`config.mk`:
```
export PLATFORM = sky130hd
export DESIGN_NAME = inst_fetch_stage_flat
export DESIGN_NICKNAME = d
export VERILOG_FILES = /design/src/rtl/inst_fetch_stage_if.sv /design/src/rtl/inst_fetch_stage.sv /design/src/flat_wrapper.sv
export SDC_FILE = /design/constraint.sdc
export NUM_CORES = 1
export LEC_CHECK = 0
export ABC_AREA = 1
export CAP_MARGIN = 20
export CORE_MARGIN = 2
export CORE_UTILIZATION = 45
export CTS_BUF_LIST = sky130_fd_sc_hd__clkbuf_8
export DETAILED_ROUTE_END_ITERATION = 16
export GPL_ROUTABILITY_DRIVEN = 0
export HOLD_SLACK_MARGIN = 0.05
export PLACE_DENSITY_LB_ADDON = 0.15
export SETUP_SLACK_MARGIN = 0.3
export SLEW_MARGIN = 20
export SYNTH_ARGS = -nofsm -noshare
export SYNTH_HDL_FRONTEND = slang
export SYNTH_SLANG_ARGS = --single-unit
```
`constraint.sdc`:
```
create_clock -name i_clock -period 9.75 [get_ports i_clock]
set_input_delay 2.4375 -clock i_clock [delete_from_list [all_inputs] [get_ports i_clock]]
set_output_delay 2.4375 -clock i_clock [all_outputs]
set_load 0.02 [all_outputs]
```
`src/rtl/inst_fetch_stage_if.sv`:
```
// -----------------------------------------------------------------------------
// inst_fetch_stage_if
//
// Purpose: bundles the instruction-bus handshake and the decode-side
// handshake of the instruction fetch stage into one interface.
//
// Signals:
//   o_ibus_addr   fetch word address (bits[1:0] always 0)
//   o_ibus_req    read request, held with its address until i_ibus_ack
//   i_ibus_ack    read complete; i_ibus_rdata valid in this cycle
//   i_ibus_rdata  fetched instruction word
//   i_stall       decode cannot accept; presented outputs are held
//   i_redirect    one-cycle pulse: restart fetch at i_redirect_pc
//   i_redirect_pc redirect target
//   o_inst        instruction to decoder
//   o_pc          address of o_inst
//   o_valid       o_inst/o_pc valid
//   o_fault       misaligned fetch target; qualifies o_valid
//
// Modports:
//   master  the fetch stage itself
//   slave   the environment (instruction bus + decoder/redirect source)
// -----------------------------------------------------------------------------
interface inst_fetch_stage_if #(
  parameter int ADDR_WIDTH = 32
);
  // Instruction bus
  logic [ADDR_WIDTH-1:0] o_ibus_addr;
  logic                  o_ibus_req;
  logic                  i_ibus_ack;
  logic [31:0]           i_ibus_rdata;

  // Decode handshake and redirect
  logic                  i_stall;
  logic                  i_redirect;
  logic [ADDR_WIDTH-1:0] i_redirect_pc;
  logic [31:0]           o_inst;
  logic [ADDR_WIDTH-1:0] o_pc;
  logic                  o_valid;
  logic                  o_fault;

  modport master (
    output o_ibus_addr,
    output o_ibus_req,
    input  i_ibus_ack,
    input  i_ibus_rdata,
    input  i_stall,
    input  i_redirect,
    input  i_redirect_pc,
    output o_inst,
    output o_pc,
    output o_valid,
    output o_fault
  );

  modport slave (
    input  o_ibus_addr,
    input  o_ibus_req,
    output i_ibus_ack,
    output i_ibus_rdata,
    output i_stall,
    output i_redirect,
    output i_redirect_pc,
    input  o_inst,
    input  o_pc,
    input  o_valid,
    input  o_fault
  );
endinterface

```
`src/rtl/inst_fetch_stage.sv`:
```
// -----------------------------------------------------------------------------
// inst_fetch_stage
//
// Purpose: instruction fetch stage. Owns the fetch PC, issues single-word
// reads on the instruction bus (one outstanding at a time), buffers up to two
// fetched words (output register + one-entry skid) and presents inst/pc pairs
// to the decoder with a valid/stall handshake. Branch/jump/trap redirects
// restart fetch at a new PC; a misaligned target produces a held fault output.
//
// Ports:
//   i_clock   core clock, all state updates on the rising edge
//   i_reset   asynchronous, active-high reset
//   fetchIf   inst_fetch_stage_if.master (instruction bus + decode handshake)
//
// Parameters:
//   ADDR_WIDTH  PC and bus address width
//   RESET_PC    fetch address after reset (word aligned)
// -----------------------------------------------------------------------------
module inst_fetch_stage #(
  parameter int                    ADDR_WIDTH = 32,
  parameter logic [ADDR_WIDTH-1:0] RESET_PC   = '0
) (
  input  logic                 i_clock,
  input  logic                 i_reset,
  inst_fetch_stage_if.master   fetchIf
);

  localparam logic [31:0] NOP_INST = 32'h0000_0013;
  localparam logic [ADDR_WIDTH-1:0] WORD_STEP = ADDR_WIDTH'(4);

  typedef enum logic [1:0] {
    IDLE    = 2'd0,
    FETCH   = 2'd1,
    DISCARD = 2'd2,
    FAULT   = 2'd3
  } fetchState_t;

  // ---------------------------------------------------------------------------
  // State
  // ---------------------------------------------------------------------------
  fetchState_t           stateReg,        stateNext;

  logic [31:0]           outInstReg,      outInstNext;
  logic [ADDR_WIDTH-1:0] outPcReg,        outPcNext;
  logic                  outValidReg,     outValidNext;
  logic                  outFaultReg,     outFaultNext;

  logic [31:0]           skidInstReg,     skidInstNext;
  logic [ADDR_WIDTH-1:0] skidPcReg,       skidPcNext;
  logic                  skidValidReg,    skidValidNext;

  // fetchPcReg is the address of the next word to fetch, or the pending
  // restart target while the FSM is draining an abandoned request.
  logic [ADDR_WIDTH-1:0] fetchPcReg,      fetchPcNext;

  // Address of the abandoned request while in DISCARD: the bus must see the
  // old address until it acknowledges, even though fetchPcReg already holds
  // the new target.
  logic [ADDR_WIDTH-1:0] discardAddrReg,  discardAddrNext;

  // ---------------------------------------------------------------------------
  // Handshake helpers
  // ---------------------------------------------------------------------------
  logic                  reqActive;
  logic                  busAck;
  logic                  transfer;
  logic                  startNow;
  logic [ADDR_WIDTH-1:0] startPc;

  assign reqActive = (stateReg == FETCH) || (stateReg == DISCARD);
  // An ack is only meaningful while a request is outstanding.
  assign busAck    = reqActive && fetchIf.i_ibus_ack;
  assign transfer  = outValidReg && !fetchIf.i_stall;

  // ---------------------------------------------------------------------------
  // Next-state logic
  // ---------------------------------------------------------------------------
  always_comb begin
    stateNext       = stateReg;
    outInstNext     = outInstReg;
    outPcNext       = outPcReg;
    outValidNext    = outValidReg;
    outFaultNext    = outFaultReg;
    skidInstNext    = skidInstReg;
    skidPcNext      = skidPcReg;
    skidValidNext   = skidValidReg;
    fetchPcNext     = fetchPcReg;
    discardAddrNext = discardAddrReg;
    startNow        = 1'b0;
    startPc         = fetchPcReg;

    if (fetchIf.i_redirect) begin
      // Redirect wins over stall, ack and transfer: flush everything buffered.
      outValidNext  = 1'b0;
      outFaultNext  = 1'b0;
      skidValidNext = 1'b0;
      fetchPcNext   = fetchIf.i_redirect_pc;

      unique case (stateReg)
        FETCH: begin
          if (busAck) begin
            // Word returning this cycle belongs to the old path: drop it.
            startNow = 1'b1;
            startPc  = fetchIf.i_redirect_pc;
          end else begin
            // Request cannot be withdrawn; drain it on the old address.
            stateNext       = DISCARD;
            discardAddrNext = fetchPcReg;
          end
        end
        DISCARD: begin
          // Only the target moves; the outstanding request stays put.
          if (busAck) begin
            startNow = 1'b1;
            startPc  = fetchIf.i_redirect_pc;
          end
        end
        default: begin
          // IDLE or FAULT: nothing outstanding, restart immediately.
          startNow = 1'b1;
          startPc  = fetchIf.i_redirect_pc;
        end
      endcase
    end else begin
      // Decode consumes the output; refill it from the skid if one is waiting.
      // The fault output is sticky and is only cleared by a redirect.
      if (transfer && (stateReg != FAULT)) begin
        outValidNext = 1'b0;
        if (skidValidReg) begin
          outInstNext   = skidInstReg;
          outPcNext     = skidPcReg;
          outValidNext  = 1'b1;
          skidValidNext = 1'b0;
        end
      end

      unique case (stateReg)
        IDLE: begin
          // Looking at the skid's next value lets fetch resume in the same
          // cycle the skid drains, so a released stall leaves no bubble.
          if (!skidValidNext) begin
            stateNext = FETCH;
          end
        end
        FETCH: begin
          if (busAck) begin
            if ((!outValidReg || transfer) && !skidValidReg) begin
              outInstNext  = fetchIf.i_ibus_rdata;
              outPcNext    = fetchPcReg;
              outValidNext = 1'b1;
            end else begin
              skidInstNext  = fetchIf.i_ibus_rdata;
              skidPcNext    = fetchPcReg;
              skidValidNext = 1'b1;
            end
            fetchPcNext = fetchPcReg + WORD_STEP;
            // Never issue a request without a free slot for its data.
            stateNext   = skidValidNext ? IDLE : FETCH;
          end
        end
        DISCARD: begin
          if (busAck) begin
            startNow = 1'b1;
            startPc  = fetchPcReg;
          end
        end
        default: begin
          // FAULT: hold until a redirect arrives.
        end
      endcase
    end

    // Common restart path: a misaligned target parks in FAULT with the fault
    // presented immediately; an aligned one resumes fetching.
    if (startNow) begin
      if (startPc[1:0] != 2'b00) begin
        stateNext    = FAULT;
        outValidNext = 1'b1;
        outFaultNext = 1'b1;
        outPcNext    = startPc;
        outInstNext  = NOP_INST;
      end else begin
        stateNext = FETCH;
      end
    end
  end

  // ---------------------------------------------------------------------------
  // State registers
  // ---------------------------------------------------------------------------
  always_ff @(posedge i_clock or posedge i_reset) begin
    if (i_reset) begin
      stateReg       <= IDLE;
      outInstReg     <= NOP_INST;
      outPcReg       <= RESET_PC;
      outValidReg    <= 1'b0;
      outFaultReg    <= 1'b0;
      skidInstReg    <= NOP_INST;
      skidPcReg      <= RESET_PC;
      skidValidReg   <= 1'b0;
      fetchPcReg     <= RESET_PC;
      discardAddrReg <= RESET_PC;
    end else begin
      stateReg       <= stateNext;
      outInstReg     <= outInstNext;
      outPcReg       <= outPcNext;
      outValidReg    <= outValidNext;
      outFaultReg    <= outFaultNext;
      skidInstReg    <= skidInstNext;
      skidPcReg      <= skidPcNext;
      skidValidReg   <= skidValidNext;
      fetchPcReg     <= fetchPcNext;
      discardAddrReg <= discardAddrNext;
    end
  end

  // ---------------------------------------------------------------------------
  // Outputs (all registered, so the bus sees stable req/addr all cycle)
  // ---------------------------------------------------------------------------
  logic [ADDR_WIDTH-1:0] busAddr;

  assign busAddr             = (stateReg == DISCARD) ? discardAddrReg : fetchPcReg;
  assign fetchIf.o_ibus_addr = {busAddr[ADDR_WIDTH-1:2], 2'b00};
  assign fetchIf.o_ibus_req  = reqActive;
  assign fetchIf.o_inst      = outInstReg;
  assign fetchIf.o_pc        = outPcReg;
  assign fetchIf.o_valid     = outValidReg;
  assign fetchIf.o_fault     = outFaultReg;

endmodule

```
`src/flat_wrapper.sv`:
```
// flat-port wrapper written by rule: the top's interface ports become plain ports
module inst_fetch_stage_flat 
#(
  parameter int                    ADDR_WIDTH = 32,
  parameter logic [ADDR_WIDTH-1:0] RESET_PC   = '0
)
  (i_clock, i_reset, fetchIf_o_ibus_addr, fetchIf_o_ibus_req, fetchIf_i_ibus_ack, fetchIf_i_ibus_rdata, fetchIf_i_stall, fetchIf_i_redirect, fetchIf_i_redirect_pc, fetchIf_o_inst, fetchIf_o_pc, fetchIf_o_valid, fetchIf_o_fault);
  inst_fetch_stage_if #(.ADDR_WIDTH(ADDR_WIDTH)) fetchIf_i ();
  input  logic i_clock;
  input  logic i_reset;
  output wire logic [$bits(fetchIf_i.o_ibus_addr)-1:0] fetchIf_o_ibus_addr;
  output wire logic [$bits(fetchIf_i.o_ibus_req)-1:0] fetchIf_o_ibus_req;
  input wire logic [$bits(fetchIf_i.i_ibus_ack)-1:0] fetchIf_i_ibus_ack;
  input wire logic [$bits(fetchIf_i.i_ibus_rdata)-1:0] fetchIf_i_ibus_rdata;
  input wire logic [$bits(fetchIf_i.i_stall)-1:0] fetchIf_i_stall;
  input wire logic [$bits(fetchIf_i.i_redirect)-1:0] fetchIf_i_redirect;
  input wire logic [$bits(fetchIf_i.i_redirect_pc)-1:0] fetchIf_i_redirect_pc;
  output wire logic [$bits(fetchIf_i.o_inst)-1:0] fetchIf_o_inst;
  output wire logic [$bits(fetchIf_i.o_pc)-1:0] fetchIf_o_pc;
  output wire logic [$bits(fetchIf_i.o_valid)-1:0] fetchIf_o_valid;
  output wire logic [$bits(fetchIf_i.o_fault)-1:0] fetchIf_o_fault;
  assign fetchIf_o_ibus_addr = fetchIf_i.o_ibus_addr;
  assign fetchIf_o_ibus_req = fetchIf_i.o_ibus_req;
  assign fetchIf_i.i_ibus_ack = fetchIf_i_ibus_ack;
  assign fetchIf_i.i_ibus_rdata = fetchIf_i_ibus_rdata;
  assign fetchIf_i.i_stall = fetchIf_i_stall;
  assign fetchIf_i.i_redirect = fetchIf_i_redirect;
  assign fetchIf_i.i_redirect_pc = fetchIf_i_redirect_pc;
  assign fetchIf_o_inst = fetchIf_i.o_inst;
  assign fetchIf_o_pc = fetchIf_i.o_pc;
  assign fetchIf_o_valid = fetchIf_i.o_valid;
  assign fetchIf_o_fault = fetchIf_i.o_fault;
  inst_fetch_stage #(.ADDR_WIDTH(ADDR_WIDTH), .RESET_PC(RESET_PC)) u_core (.i_clock(i_clock), .i_reset(i_reset), .fetchIf(fetchIf_i));
endmodule
```
==> impl_metrics.py <==
metrics = {
    "status": {
        "outcome": "complete, no violations",
    },
    "final_layout": {
        "area_delta_synth_final_pct": 19.7,
        "finalInstanceArea_mm2": 0.0134,
        "layout.nets": 1836,
        "num_antenna_cells": 0,
        "drive_gt1_frac": 0.0400,
    },
    "min_path": {
        "hold_class": "reg2reg",
        "holdPathEnd": "u_core.skidInstReg[1]",
        "hp-start": "u_core.skidInstReg[1]",
        "holdPathStages": 2,
    },
    "floorplan": {
        "dieArea_mm2": 0.0261,
        "rows": 57,
        "die_h_um": 162,
        "initial_core_util": 0.459,
        "fp.dieW_um": 162,
        "coreArea_mm2": 0.0243,
        "num_io_pins": 168,
    },
    "logic_synthesis": {
        "ys_types": 28,
        "netlist_area_mm2": 0.0112,
        "synth_cells": 1662,
        "yosysWarnings": 0,
        "avgSynthCellArea_um2": 6.72,
        "ys_ff_latch": 195,
        "ys_seq_area_frac": 0.438,
    },
    "clock_network": {
        "insertion_delay_ns": 0.49,
        "cts.hold.buffers_added": 0,
        "clkTransAtPathRegs_ns": 0.10,
        "numCtsBuffers": 17,
        "clockRootBuffer": "clkbuf_8",
        "postCtsResizedCells": 0,
        "cts_tree": "built",
        "cts.sinks": 195,
        "clk_path_buf_depth": 2,
        "cts_max_level": 4,
        "post_cts_buffers": 0,
    },
    "pwr": {
        "power.leakage_nw": 6.59,
        "p_per_area_mw_per_mm2": 262,
        "max-vdd-ir-drop_mv": 0.137,
    },
    "worst_setup_path": {
        "crit_fanout": 62,
        "cp_data_arrival_time_ns": 5.92,
        "critical-path-max-stage-delay_ns": 0.61,
        "worstSetupPathType": "in2reg",
        "r2r-end": "u_core.fetchIf.o_pc[0]",
        "path_cells": "clkdlybuf4s50_1, inv_2, nand2_1, nand2_2, o21ai_1, nand2_2, nand2_2, buf_4, inv_2, nand3_1, nand2_1",
        "rr_worst_depth": 11,
        "critPathLaunchType": "input pin",
        "crit_top_cell": "nand2_2",
        "crit_buf_inv": 4,
        "r2r_setup_slack_ns": 5.82,
        "cp.required_ns": 10.09,
        "end_kind": "register",
        "r2r_start": "u_core.stateReg[0]",
        "crit_slowest_cell": "nand2_2",
        "cp_top_family": "simple AND/OR/NAND/NOR gates",
    },
    "global_route": {
        "grtUsageTotal": 0.261,
        "grt_pass1_vias": 10100,
        "grt-ovfl-total": 0,
        "grt_pass1_wl_mm": 54.3,
        "antenna_found_initial": 0,
        "grt_max_degree": 108,
    },
    "routing": {
        "wirelength_mm": 33.6,
        "via_count": 10900,
        "wire_per_inst_um": 16.0,
        "via_per_inst": 5.18,
        "first_iter_violations": 1008,
        "first_pass_iters": 5,
        "postRouteAntennaNets": 0,
        "drc_errors": 0,
    },
    "timing": {
        "timing.setup.tns_ns": 0,
        "finalHoldViolations": 0,
        "slew_viol_final": 0,
        "whs_ns": 0.482,
        "fin_skew_ns": 0.0217,
        "fmax_mhz": 179,
        "period_share": 0.572,
        "max_slew.worst_pin.slew_ns": 1.03,
        "period_needed_ns": 5.58,
        "slew_headroom": 0.313,
        "rsz0062_at_grt": "no",
        "setup_viol": 0,
    },
    "placed_design": {
        "port_buffers": 165,
        "placed_area_mm2": 0.0129,
        "dp_hpwl_mm": 21.8,
    },
    "flow_run": {
        "maxCapViolCount": 0,
    },
}
layer usage:
| metal | global-route usage | routed length, um | up-vias |
|---|---|---|---|
| met4 | 0.0824 | 718 | 0 |
| met2 | 0.406 | 15200 | 391 |
| li1 | - | - | 5422 |
| met1 | 0.373 | 15300 | 5009 |
| met5 | 0 | 0 | - |
| met3 | 0.0421 | 2330 | 48 |
synth_stat cells:
library cell | number | area, um^2
nand2_1 | 610 | 2290
inv_1 | 192 | 721
dfrtp_1 | 189 | 4730
a21oi_1 | 159 | 796
o21ai_0 | 153 | 766
nor2_1 | 76 | 285
nand3_1 | 74 | 370
o21ai_1 | 63 | 315
clkbuf_1 | 61 | 229
buf_2 | 29 | 145
inv_2 | 7 | 26.3
o211ai_1 | 7 | 52.6
dfstp_2 | 6 | 158
xor2_1 | 6 | 52.6
ha_1 | 5 | 62.6
nand2_2 | 5 | 31.3
buf_1 | 4 | 15.0
buf_4 | 3 | 22.5
o21bai_1 | 3 | 22.5
nand4_1 | 2 | 12.5
and2_1 | 1 | 6.26
buf_6 | 1 | 11.3
conb_1 | 1 | 3.75
nand3_2 | 1 | 10.0
nand3b_1 | 1 | 7.51
nor2_2 | 1 | 6.26
o221ai_1 | 1 | 8.76
xnor2_1 | 1 | 8.76
area by class of cell:
type / instances / area (um^2)
tap: 324 / 405
clock inverter: 15 / 149
multi-input combinational: 1171 / 5140
timing repair buffer: 178 / 1790
sequential: 195 / 4890
clock buffer: 17 / 234
inverter: 199 / 754
fill: 2367 / 11000
cell usage in the layout (no fill, tap or decap), drive strengths merged:
master         synthesis  layout
nand2                615     615
clkinv                 0       6
nor2                  77      77
o21ai                216     216
clkdlybuf4s50          0     164
o21bai                 3       3
dfrtp                189     189
ha                     5       5
xor2                   6       6
nand4                  2       2
conb                   1       2
o221ai                 1       1
clkbuf                61      17
and2                   1       1
o211ai                 7       7
nand3b                 1       1
clkinvlp               0       2
xnor2                  1       1
buf                   37      14
nand3                 75      75
a21oi                159     159
inv                  199     206
dfstp                  6       6
flip-flops by register name, indices dropped and copies added, names as in the netlist:
name and flops:
u_core.discardAddrReg 30, u_core.fetchIf.o_fault 1, u_core.fetchIf.o_pc 32, u_core.stateReg 2, u_core.fetchPcReg 32, u_core.skidInstReg 32
u_core.skidPcReg 32, u_core.fetchIf.o_inst 32, u_core.skidValidReg 1, u_core.fetchIf.o_valid 1
power by group:
| part | internal (mW) | switching [mW] | total, mW |
|---|---|---|---|
| clock network | 0.190 | 0.334 | 0.524 |
| registers | 1.07 | 0.211 | 1.28 |
| logic | 0.654 | 1.04 | 1.70 |
worst max path at each step:
| stage | from | end | slack, ns | depth (start not counted) |
|---|---|---|---|---|
| final | fetchIf_i_ibus_ack | u_core.fetchIf.o_pc[0] | 4.17 | 11 |
| after global routing | fetchIf_i_ibus_ack | u_core.fetchIf.o_pc[0] | 3.87 | 11 |
| after CTS | fetchIf_i_ibus_ack | u_core.fetchIf.o_pc[0] | 4.26 | 11 |
| after detailed placement | fetchIf_i_ibus_ack | u_core.fetchIf.o_pc[0] | 3.75 | 11 |
| after global placement | fetchIf_i_ibus_ack | u_core.fetchIf.o_pc[0] | 3.82 | 11 |
| after floorplan | i_reset | u_core.discardAddrReg[10] | 2.01 | 1 |
cell families after synthesis:
kind of cell,count (synthesis),share of synthesized area
other cells,1,0.000336
buf+inv,297,0.105
simple gates,771,0.270
flops,195,0.438
xor+xnor,7,0.00549
fa+ha+maj,5,0.00560
compound gates,386,0.176
per-stage QoR:
stage          power [mW]  setup WS [ns]  cells   util
6_report             3.50           4.17   2099  0.549
5_1_grt              3.79           3.87   2099  0.549
4_1_cts              3.51           4.26   2098  0.548
3_5_place_dp         2.98           3.75   2066  0.532
3_3_place_gp         2.94           3.82   2065  0.531
2_1_floorplan        2.35           2.01   1663      -
worst register-to-register path, delay by kind of cell (launching register included):
family	cells	cell delay, ns
buffers and inverters	3	0.75
adders and majority gates	1	0.39
and+or+nand+nor	6	1.92
AOI/OAI and AO/OA	1	0.32
DFF	1	0.42
Note: power is estimated with default switching activity, not from simulation.
